## src/rtl/bg_mem_arb.sv

```systemverilog
// Background memory arbiter: the display owns the single-port memory outside blanking,
// the loader gets bounded bursts inside blanking. Optional stats: BG_MEM_ARB_STATS_EN.
module bg_mem_arb #(
    parameter int H_ACTIVE  = 1024,
    parameter int H_TOTAL   = 1344,
    parameter int V_ACTIVE  = 768,
    parameter int V_TOTAL   = 806,
    parameter int GUARD     = 4,
    parameter int MAX_BURST = 64,
    parameter int AW        = 20,
    parameter int DW        = 12
) (
    input  logic          clk,
    input  logic          rst,
    input  logic [10:0]   hcount_in,
    input  logic [10:0]   vcount_in,
    input  logic          vsync_in,
    input  logic [AW-1:0] disp_addr,
    output logic [DW-1:0] disp_rdata,
    input  logic          ld_req,
    input  logic          ld_we,
    input  logic [AW-1:0] ld_addr,
    input  logic [DW-1:0] ld_wdata,
    output logic          ld_gnt,
    output logic          ld_rvalid,
    output logic [DW-1:0] ld_rdata,
    output logic [AW-1:0] mem_addr,
    output logic          mem_we,
    output logic [DW-1:0] mem_wdata,
    input  logic [DW-1:0] mem_rdata,
    output logic          conflict
`ifdef BG_MEM_ARB_STATS_EN
    ,
    output logic [15:0]   stall_cnt,
    output logic [15:0]   xfer_cnt
`endif
);

    typedef enum logic [1:0] {DISP, LOAD, HOLD} state_t;
    localparam int BW = $clog2(MAX_BURST + 1);

    function automatic logic in_window(input logic [10:0] h, input logic [10:0] v);
        int hi;
        int vi;
        hi = int'(h);
        vi = int'(v);
        return (hi >= H_ACTIVE && hi < H_TOTAL - GUARD) ||
               (vi >= V_ACTIVE && vi < V_TOTAL - 1) ||
               (vi == V_TOTAL - 1 && hi < H_TOTAL - GUARD);
    endfunction

    state_t        state_reg;
    logic          gnt_reg;
    logic [BW-1:0] burst_reg;
    logic          rvalid_reg;
    logic [DW-1:0] rdata_reg;
    logic [DW-1:0] disp_rdata_reg;
    logic          conflict_reg;

    logic [10:0] hcount_next;
    logic        win_open;
    logic        win_next;
    logic        ld_own;
    logic        xfer;
    logic        rd_xfer;
    logic        burst_last;

    assign hcount_next = (int'(hcount_in) == H_TOTAL - 1) ? 11'd0 : hcount_in + 11'd1;
    assign win_open    = in_window(hcount_in, vcount_in);
    assign win_next    = in_window(hcount_next, vcount_in);

    // A stale grant outside the window never reaches the memory: display wins.
    assign ld_own     = gnt_reg && win_open;
    assign xfer       = ld_own && ld_req;
    assign rd_xfer    = xfer && !ld_we;
    assign burst_last = (int'(burst_reg) + 1) >= MAX_BURST;

    assign mem_addr  = ld_own ? ld_addr : disp_addr;
    assign mem_we    = xfer && ld_we;
    assign mem_wdata = ld_wdata;

    assign ld_gnt     = gnt_reg;
    assign ld_rvalid  = rvalid_reg;
    assign ld_rdata   = rdata_reg;
    assign disp_rdata = disp_rdata_reg;
    assign conflict   = conflict_reg;

    always_ff @(posedge clk) begin
        if (rst) begin
            state_reg      <= DISP;
            gnt_reg        <= 1'b0;
            burst_reg      <= '0;
            rvalid_reg     <= 1'b0;
            rdata_reg      <= '0;
            disp_rdata_reg <= '0;
            conflict_reg   <= 1'b0;
        end else begin
            rvalid_reg <= rd_xfer;
            if (rd_xfer) begin
                rdata_reg <= mem_rdata;
            end
            disp_rdata_reg <= ld_own ? '0 : mem_rdata;
            if (gnt_reg && !win_open) begin
                conflict_reg <= 1'b1;
            end

            case (state_reg)
                DISP: begin
                    if (win_next && ld_req) begin
                        state_reg <= LOAD;
                        gnt_reg   <= 1'b1;
                    end
                end
                LOAD: begin
                    // Window end (or an illegal grant) dominates the burst limit.
                    if (!win_open || !win_next || !ld_req) begin
                        state_reg <= DISP;
                        gnt_reg   <= 1'b0;
                        burst_reg <= '0;
                    end else begin
                        burst_reg <= burst_reg + BW'(1);
                        if (burst_last) begin
                            state_reg <= HOLD;
                            gnt_reg   <= 1'b0;
                        end
                    end
                end
                HOLD: begin
                    if (!win_open) begin
                        state_reg <= DISP;
                        burst_reg <= '0;
                    end
                end
                default: begin
                    state_reg <= DISP;
                    gnt_reg   <= 1'b0;
                    burst_reg <= '0;
                end
            endcase
        end
    end

`ifdef BG_MEM_ARB_STATS_EN
    logic        vsync_d_reg;
    logic [15:0] stall_run_reg;
    logic [15:0] xfer_run_reg;
    logic [15:0] stall_snap_reg;
    logic [15:0] xfer_snap_reg;

    assign stall_cnt = stall_snap_reg;
    assign xfer_cnt  = xfer_snap_reg;

    always_ff @(posedge clk) begin
        if (rst) begin
            vsync_d_reg    <= 1'b0;
            stall_run_reg  <= '0;
            xfer_run_reg   <= '0;
            stall_snap_reg <= '0;
            xfer_snap_reg  <= '0;
        end else begin
            vsync_d_reg <= vsync_in;
            if (vsync_in && !vsync_d_reg) begin
                stall_snap_reg <= stall_run_reg;
                xfer_snap_reg  <= xfer_run_reg;
                stall_run_reg  <= '0;
                xfer_run_reg   <= '0;
            end else begin
                if (ld_req && !gnt_reg && stall_run_reg != 16'hFFFF) begin
                    stall_run_reg <= stall_run_reg + 16'd1;
                end
                if (xfer && xfer_run_reg != 16'hFFFF) begin
                    xfer_run_reg <= xfer_run_reg + 16'd1;
                end
            end
        end
    end
`else
    logic unused_vsync;
    assign unused_vsync = vsync_in;
`endif

endmodule

```

## config.mk

```make
export PLATFORM = sky130hd
export DESIGN_NAME = bg_mem_arb
export DESIGN_NICKNAME = d
export VERILOG_FILES = /design/src/rtl/bg_mem_arb.sv
export SDC_FILE = /design/constraint.sdc
export NUM_CORES = 1
export LEC_CHECK = 0
export ABC_AREA = 1
export BUFFER_PORTS_ARGS = -buffer_cell sky130_fd_sc_hd__buf_2
export CORE_ASPECT_RATIO = 1.2
export CORE_MARGIN = 2
export CORE_UTILIZATION = 40
export CTS_CLUSTER_DIAMETER = 150
export DETAILED_ROUTE_END_ITERATION = 10
export GPL_ROUTABILITY_DRIVEN = 0
export PLACE_DENSITY = 0.86
export SYNTH_ARGS = -nofsm -noshare
export SYNTH_HDL_FRONTEND = slang
export SYNTH_SLANG_ARGS = --single-unit
```

## constraint.sdc

```tcl
create_clock -name clk -period 2 [get_ports clk]
set_input_delay 0 -clock clk [delete_from_list [all_inputs] [get_ports clk]]
set_output_delay 0 -clock clk [all_outputs]
set_load 0.03 [all_outputs]
```

==> qor.yml, run 1 <==
syn_area_per_cell_sq_um: 6.36
clk-insertion-delay-late_ps: 290
cp_top_family: "simple AND/OR/NAND/NOR gates"
via_per_inst: 4.56
grt_overflow_total: 0
slew_violations: 0
power_density_mw_per_mm2: 745
hp-class: "in -> out"
start_util: 0.411
vias: 2299
fin_area_sq_mm: 0.00283
cts_tree: "built"
multi_input_area_sq_mm: 0.00102
slew_headroom: 0.702
grtUsageMet1: 0.207
grt_use_met3: 0.0397
h-tree-depth: 2
syn_area_sq_mm: 0.00202
start_kind: "register"
die_x_um: 68.8
use_met2: 0.357
reg2reg_slack_ps: 410
p_sw_mw: 0.733
clockBufferDepth: 2
num_io_pins: 151
drt-total-wl_um: 5400
netlist_instances: 317
antenna-diode-count: 0
ys_ff_latch: 36
coreArea_sq_mm: 0.00490
cp_slowest_cell: "dfxtp_1"
cp_max_fo: 5
fmax_mhz: 630
fp.dieH_um: 81.8
regToRegStartpoint: "burst_reg[0]$_SDFFE_PP0P_"
clk_pin_slew_worst_paths_ps: 70
min_period_over_period: 0.793
finalSetupTns_ps: 0
post-route-min-period_ps: 1590
grt_max_degree: 26
setup_viol: 0
dieArea_sq_mm: 0.00563
p_int_mw: 1.38
cp.arrival_ps: 1800
final_hold_viol_count: 0
path_buf_inv: 0
holdPathEnd: "mem_wdata[9]"
power.total_mw: 2.11
grt_util_all_layers: 0.193
syn2layout_area_growth_pct: 40.3
remaining_drc_errors: 0
drt-pass1-iter-count: 4
instances_no_fill: 504
drive_gt1_frac: 0.331
place_area_sq_mm: 0.00260
synth_nets: 409
grt_pass1_vias: 2074
rows: 28
ant_nets: 0
cp-end-kind: "register"
r2r_cells: 9
r2r-end: "ld_gnt$_SDFFE_PP0P_"
drt_iter0_drc: 31
clock-root-buffer: "clkbuf_8"
path_common_cell: "nand2_1"
sw_frac_of_total: 0.348
fin_util: 0.577
netlist.top_cell.by_area: "dfxtp_1"
place_inst: 484
p_leak_nw: 1.63
dp_hpwl_um: 4170
seqCellArea_sq_um: 721
crit_path_cell_trace: "ha_1 -> and3_1 -> nand3_1 -> xor2_1 -> nor2_1 -> nand4_2 -> nand2_1 -> nand2_1 -> a21oi_1"
cts.sinks: 36
fill_cells: 482
postCtsSetupRepairBufs: 0
portBuffers: 125
fin_skew_ps: 7.09
yosys_warnings: 0
pwr-share-clk: 0.297
cts_buffers: 5
drt-wirelength-per-cell_um: 10.7
critical-path-max-stage-delay_ps: 370
status: "finished, final reports clean"
busiest_layer: "met2"
synthTopCellsByArea: "dfxtp_1 36%, nand2_1 18%, nor2_1 11%"
grt_pass1_wl_um: 8320
tightest_slew_ps: 445
path_class: "reg -> reg"
synth_cell_types: 30
hp-start: "ld_wdata[9]"
synth_top_area_frac: 0.357
p_seq_frac: 0.378
maxCapViolations: 0
p_comb_frac: 0.325
rsz0062_at_grt: "no"
min_path_cells: 0
yosysSeqAreaShare: 0.357
nets: 535
antenna_found_initial: 0
ir_drop_v: 0.000392
critical_path_required_ps: 2220
-- kinds of logic after synthesis --
kind of cell               Yosys count  share of synthesized area
AOI/OAI and AO/OA                   26                     0.0819
xor gates and xnor gates             6                     0.0261
adders and majority gates            1                    0.00620
buffers and inverters               60                      0.139
DFF                                 36                      0.357
and+or+nand+nor                    188                      0.390
-- per-stage QoR --
step	hold slack, ps	setup WS [ps]
6_report	0.0132	414
5_1_grt	0.0953	253
4_1_cts	0.205	407
3_5_place_dp	0.205	456
3_3_place_gp	0.205	477
2_1_floorplan	69.1	579
-- cell type report --
type / count / share of cell area
clock buffer: 6 / 0.0256
timing repair buffer: 139 / 0.269
inverter: 40 / 0.0531
multi-input combinational: 221 / 0.359
sequential: 36 / 0.255
tap: 60 / 0.0265
clock inverter: 2 / 0.0124
-- cell usage in the layout, fill, tap and decap left out, drive strengths merged --
| master | n |
|---|---|
| buf | 127 |
| nand2 | 100 |
| nor2 | 60 |
| inv | 40 |
| dfxtp | 36 |
| nand3 | 19 |
| a21oi | 19 |
| dlygate4sd3 | 12 |
| xor2 | 6 |
| clkbuf | 6 |
| o21ai | 5 |
| nor3 | 4 |
| and3 | 2 |
| nand4 | 2 |
| a21boi | 1 |
| o21a | 1 |
| or2 | 1 |
| ha | 1 |
| clkinv | 1 |
| bufinv | 1 |
-- timing repair --
item | in CTS | in global routing
setup endpoints to repair | 0 | 0
endpoints found under the hold margin | 12 | 0
hold buffers | 12 | 0
gates resized for setup | 0 | 0
-- synth_stat cells, drive strengths merged --
master / instances
ha: 1
nor3: 4
o21ai: 5
nand4: 2
nand2: 100
and3: 2
xor2: 6
or2: 1
nand3: 19
a21boi: 1
buf: 15
dfxtp: 36
a21oi: 19
inv: 40
o21a: 1
clkbuf: 5
nor2: 60
-- power by group through the flow --
stage	clock network [mW]	logic (mW)	registers [mW]
2_1_floorplan	0	0.430	0.876
3_3_place_gp	0	0.654	0.813
3_5_place_dp	0	0.668	0.815
6_report	0.626	0.685	0.798
4_1_cts	0.631	0.690	0.799
5_1_grt	0.668	0.759	0.805
-- layer usage --
layer  vias up  wire length, um
met5         -                0
met4         0              113
met3         9              486
met2       100             2690
met1       986             2110
li1       1204                -
-- worst max-delay path by stage --
stage | startpoint | to | cells after the start
3_3_place_gp | burst_reg[0]$_SDFFE_PP0P_ | ld_gnt$_SDFFE_PP0P_ | 9
4_1_cts | burst_reg[0]$_SDFFE_PP0P_ | ld_gnt$_SDFFE_PP0P_ | 9
5_1_grt | burst_reg[0]$_SDFFE_PP0P_ | ld_gnt$_SDFFE_PP0P_ | 9
3_5_place_dp | burst_reg[0]$_SDFFE_PP0P_ | ld_gnt$_SDFFE_PP0P_ | 9
6_report | burst_reg[0]$_SDFFE_PP0P_ | ld_gnt$_SDFFE_PP0P_ | 9
2_1_floorplan | burst_reg[0]$_SDFFE_PP0P_ | ld_gnt$_SDFFE_PP0P_ | 9
-- worst register-to-register path, stage by stage, from the launching register on --
cell and delay, ps:
dfxtp_1 370, ha_1 180, and3_1 170, nand3_1 90, xor2_1 170, nor2_1 120, nand4_2 170, nand2_1 100
nand2_1 50, a21oi_1 100
Power figures use the tool's default switching activity.
==> inputs of run 2 (changes only) <==
CORE_UTILIZATION = 36   (was 40)
PLACE_DENSITY = 0.82   (was 0.86)
clock period = 1.35 ns   (was 2 ns; I/O delays follow)
==> qor.yml, run 2 (synthesis results as in run 1) <==
remaining_drc_errors: 0
fin_skew_ps: 1.78
start_kind: "register"
p_leak_nw: 1.87
min_path_cells: 0
setup_viol: 36
num_io_pins: 151
die_x_um: 72.3
holdPathEnd: "mem_wdata[8]"
portBuffers: 125
start_util: 0.378
nets: 565
p_int_mw: 2.19
regToRegStartpoint: "burst_reg[0]$_SDFFE_PP0P_"
power.total_mw: 3.45
path_buf_inv: 0
crit_path_cell_trace: "ha_4 -> and3_4 -> nand3_4 -> xor2_2 -> nor2_2 -> nand4_4 -> nand2_2 -> nand2_2 -> a21oi_2"
hp-start: "ld_wdata[8]"
min_period_over_period: 1.10
drive_gt1_frac: 0.542
cp-end-kind: "register"
rsz0062_at_grt: "yes"
cts_buffers: 5
p_sw_mw: 1.26
path_common_cell: "nand2_2"
grt_util_all_layers: 0.190
coreArea_sq_mm: 0.00533
grt_overflow_total: 0
fp.dieH_um: 86.0
cp_slowest_cell: "dfxtp_2"
place_area_sq_mm: 0.00276
drt-pass1-iter-count: 4
vias: 2550
clk-insertion-delay-late_ps: 280
slew_violations: 0
dp_hpwl_um: 4490
tightest_slew_ps: 307
maxCapViolations: 0
ant_nets: 0
p_seq_frac: 0.349
cp.arrival_ps: 1710
clk_pin_slew_worst_paths_ps: 70
cts.sinks: 36
final_hold_viol_count: 0
p_comb_frac: 0.419
hp-class: "in -> out"
cts_tree: "built"
grt_pass1_vias: 2306
power_density_mw_per_mm2: 959
antenna-diode-count: 0
pwr-share-clk: 0.231
syn2layout_area_growth_pct: 78.4
violations: "setup timing"
dieArea_sq_mm: 0.00622
post-route-min-period_ps: 1490
drt_iter0_drc: 55
drt-wirelength-per-cell_um: 12.9
cp_top_family: "simple AND/OR/NAND/NOR gates"
worstSetupPathDepth: 9
setup_ws_ps: -140
critical_path_required_ps: 1570
antenna_found_initial: 0
reg2reg_slack_ps: -140
clockBufferDepth: 2
slew_headroom: 0.795
status: "complete, but fails checks"
fmax_mhz: 671
final_cell_mix: "104 x buf_2, 54 x nand2_1, 47 x nor2_1, 42 x nand2_2, 35 x inv_1"
mostFrequentLayoutCell: "buf_2"
drt-total-wl_um: 6940
critical-path-max-stage-delay_ps: 360
clock-root-buffer: "clkbuf_8"
rows: 29
cp_max_fo: 5
grt_max_degree: 26
via_per_inst: 4.76
fin_area_sq_mm: 0.00360
r2r_cells: 9
r2r-end: "ld_gnt$_SDFFE_PP0P_"
sw_frac_of_total: 0.366
grt_pass1_wl_um: 9450
h-tree-depth: 2
path_class: "reg -> reg"
ir_drop_v: 0.000553
[run 2: cell types whose count changed in the layout (fill, tap and decap cells not counted), sizes merged]
cell      change
clkbuf        +3
clkinvlp      +1
buf          +28
clkinv        -1
bufinv        -1
[run 2: stage by stage]
step	hold slack (ps)	util	setup slack, ps	TNS (ps)	instances
2_1_floorplan	69.1	-	-55.1	-114	317
3_3_place_gp	0.205	0.517	-111	-3630	501
3_5_place_dp	0.205	0.517	-154	-5280	501
4_1_cts	0.205	0.574	-137	-1880	523
5_1_grt	0.0610	0.675	-220	-6620	536
6_report	0.0112	0.675	-140	-3260	536
[run 2: area by class of cell]
class	instances	area, sq um
Multi-Input combinational cell	221	1330
Sequential cell	36	724
Inverter	40	155
Fill cell	447	1740
Timing Repair Buffer	169	1210
Tap cell	62	77.6
Clock inverter	1	7.51
Clock buffer	7	86.3
[run 2: per-layer routing]
metal | wire [um] | global-route usage | vias up
li1 | - | - | 1264
met1 | 2470 | 0.194 | 1155
met2 | 3830 | 0.365 | 119
met3 | 493 | 0.0517 | 12
met4 | 149 | 0.0600 | 0
met5 | 0 | 0 | -
[run 2: worst reg2reg max path: stages, from the launching register on]
cell	delay [ps]
dfxtp_2	360
ha_4	150
and3_4	190
nand3_4	70
xor2_2	160
nor2_2	130
nand4_4	130
nand2_2	100
nand2_2	50
a21oi_2	100
[run 2: repair_timing]
| item | 4_1_cts | 5_1_grt |
|---|---|---|
| pin swaps | 6 | 29 |
| endpoints found under the setup margin | 26 | 43 |
| resized for setup | 27 | 121 |
| hold endpoints to repair | 12 | 0 |
| buffers inserted | 2 | 7 |
| gates cloned | 0 | 6 |
| hold buffers | 12 | 0 |
[run 2: power groups by stage]
stage	Sequential (mW)	Combinational [mW]	Clock [mW]
detailed placement	1.21	1.06	0
finish	1.21	1.45	0.798
global placement	1.20	1.03	0
floorplan	1.30	0.638	0
global route	1.21	1.56	0.861
CTS	1.19	1.16	0.813
[run 2: worst max-delay path by stage]
stage                                to                 startpoint
finish              ld_gnt$_SDFFE_PP0P_  burst_reg[0]$_SDFFE_PP0P_
global route        ld_gnt$_SDFFE_PP0P_  burst_reg[0]$_SDFFE_PP0P_
CTS                 ld_gnt$_SDFFE_PP0P_  burst_reg[1]$_SDFFE_PP0P_
detailed placement  ld_gnt$_SDFFE_PP0P_  burst_reg[0]$_SDFFE_PP0P_
global placement            mem_addr[7]               vcount_in[6]
floorplan           ld_gnt$_SDFFE_PP0P_  burst_reg[0]$_SDFFE_PP0P_
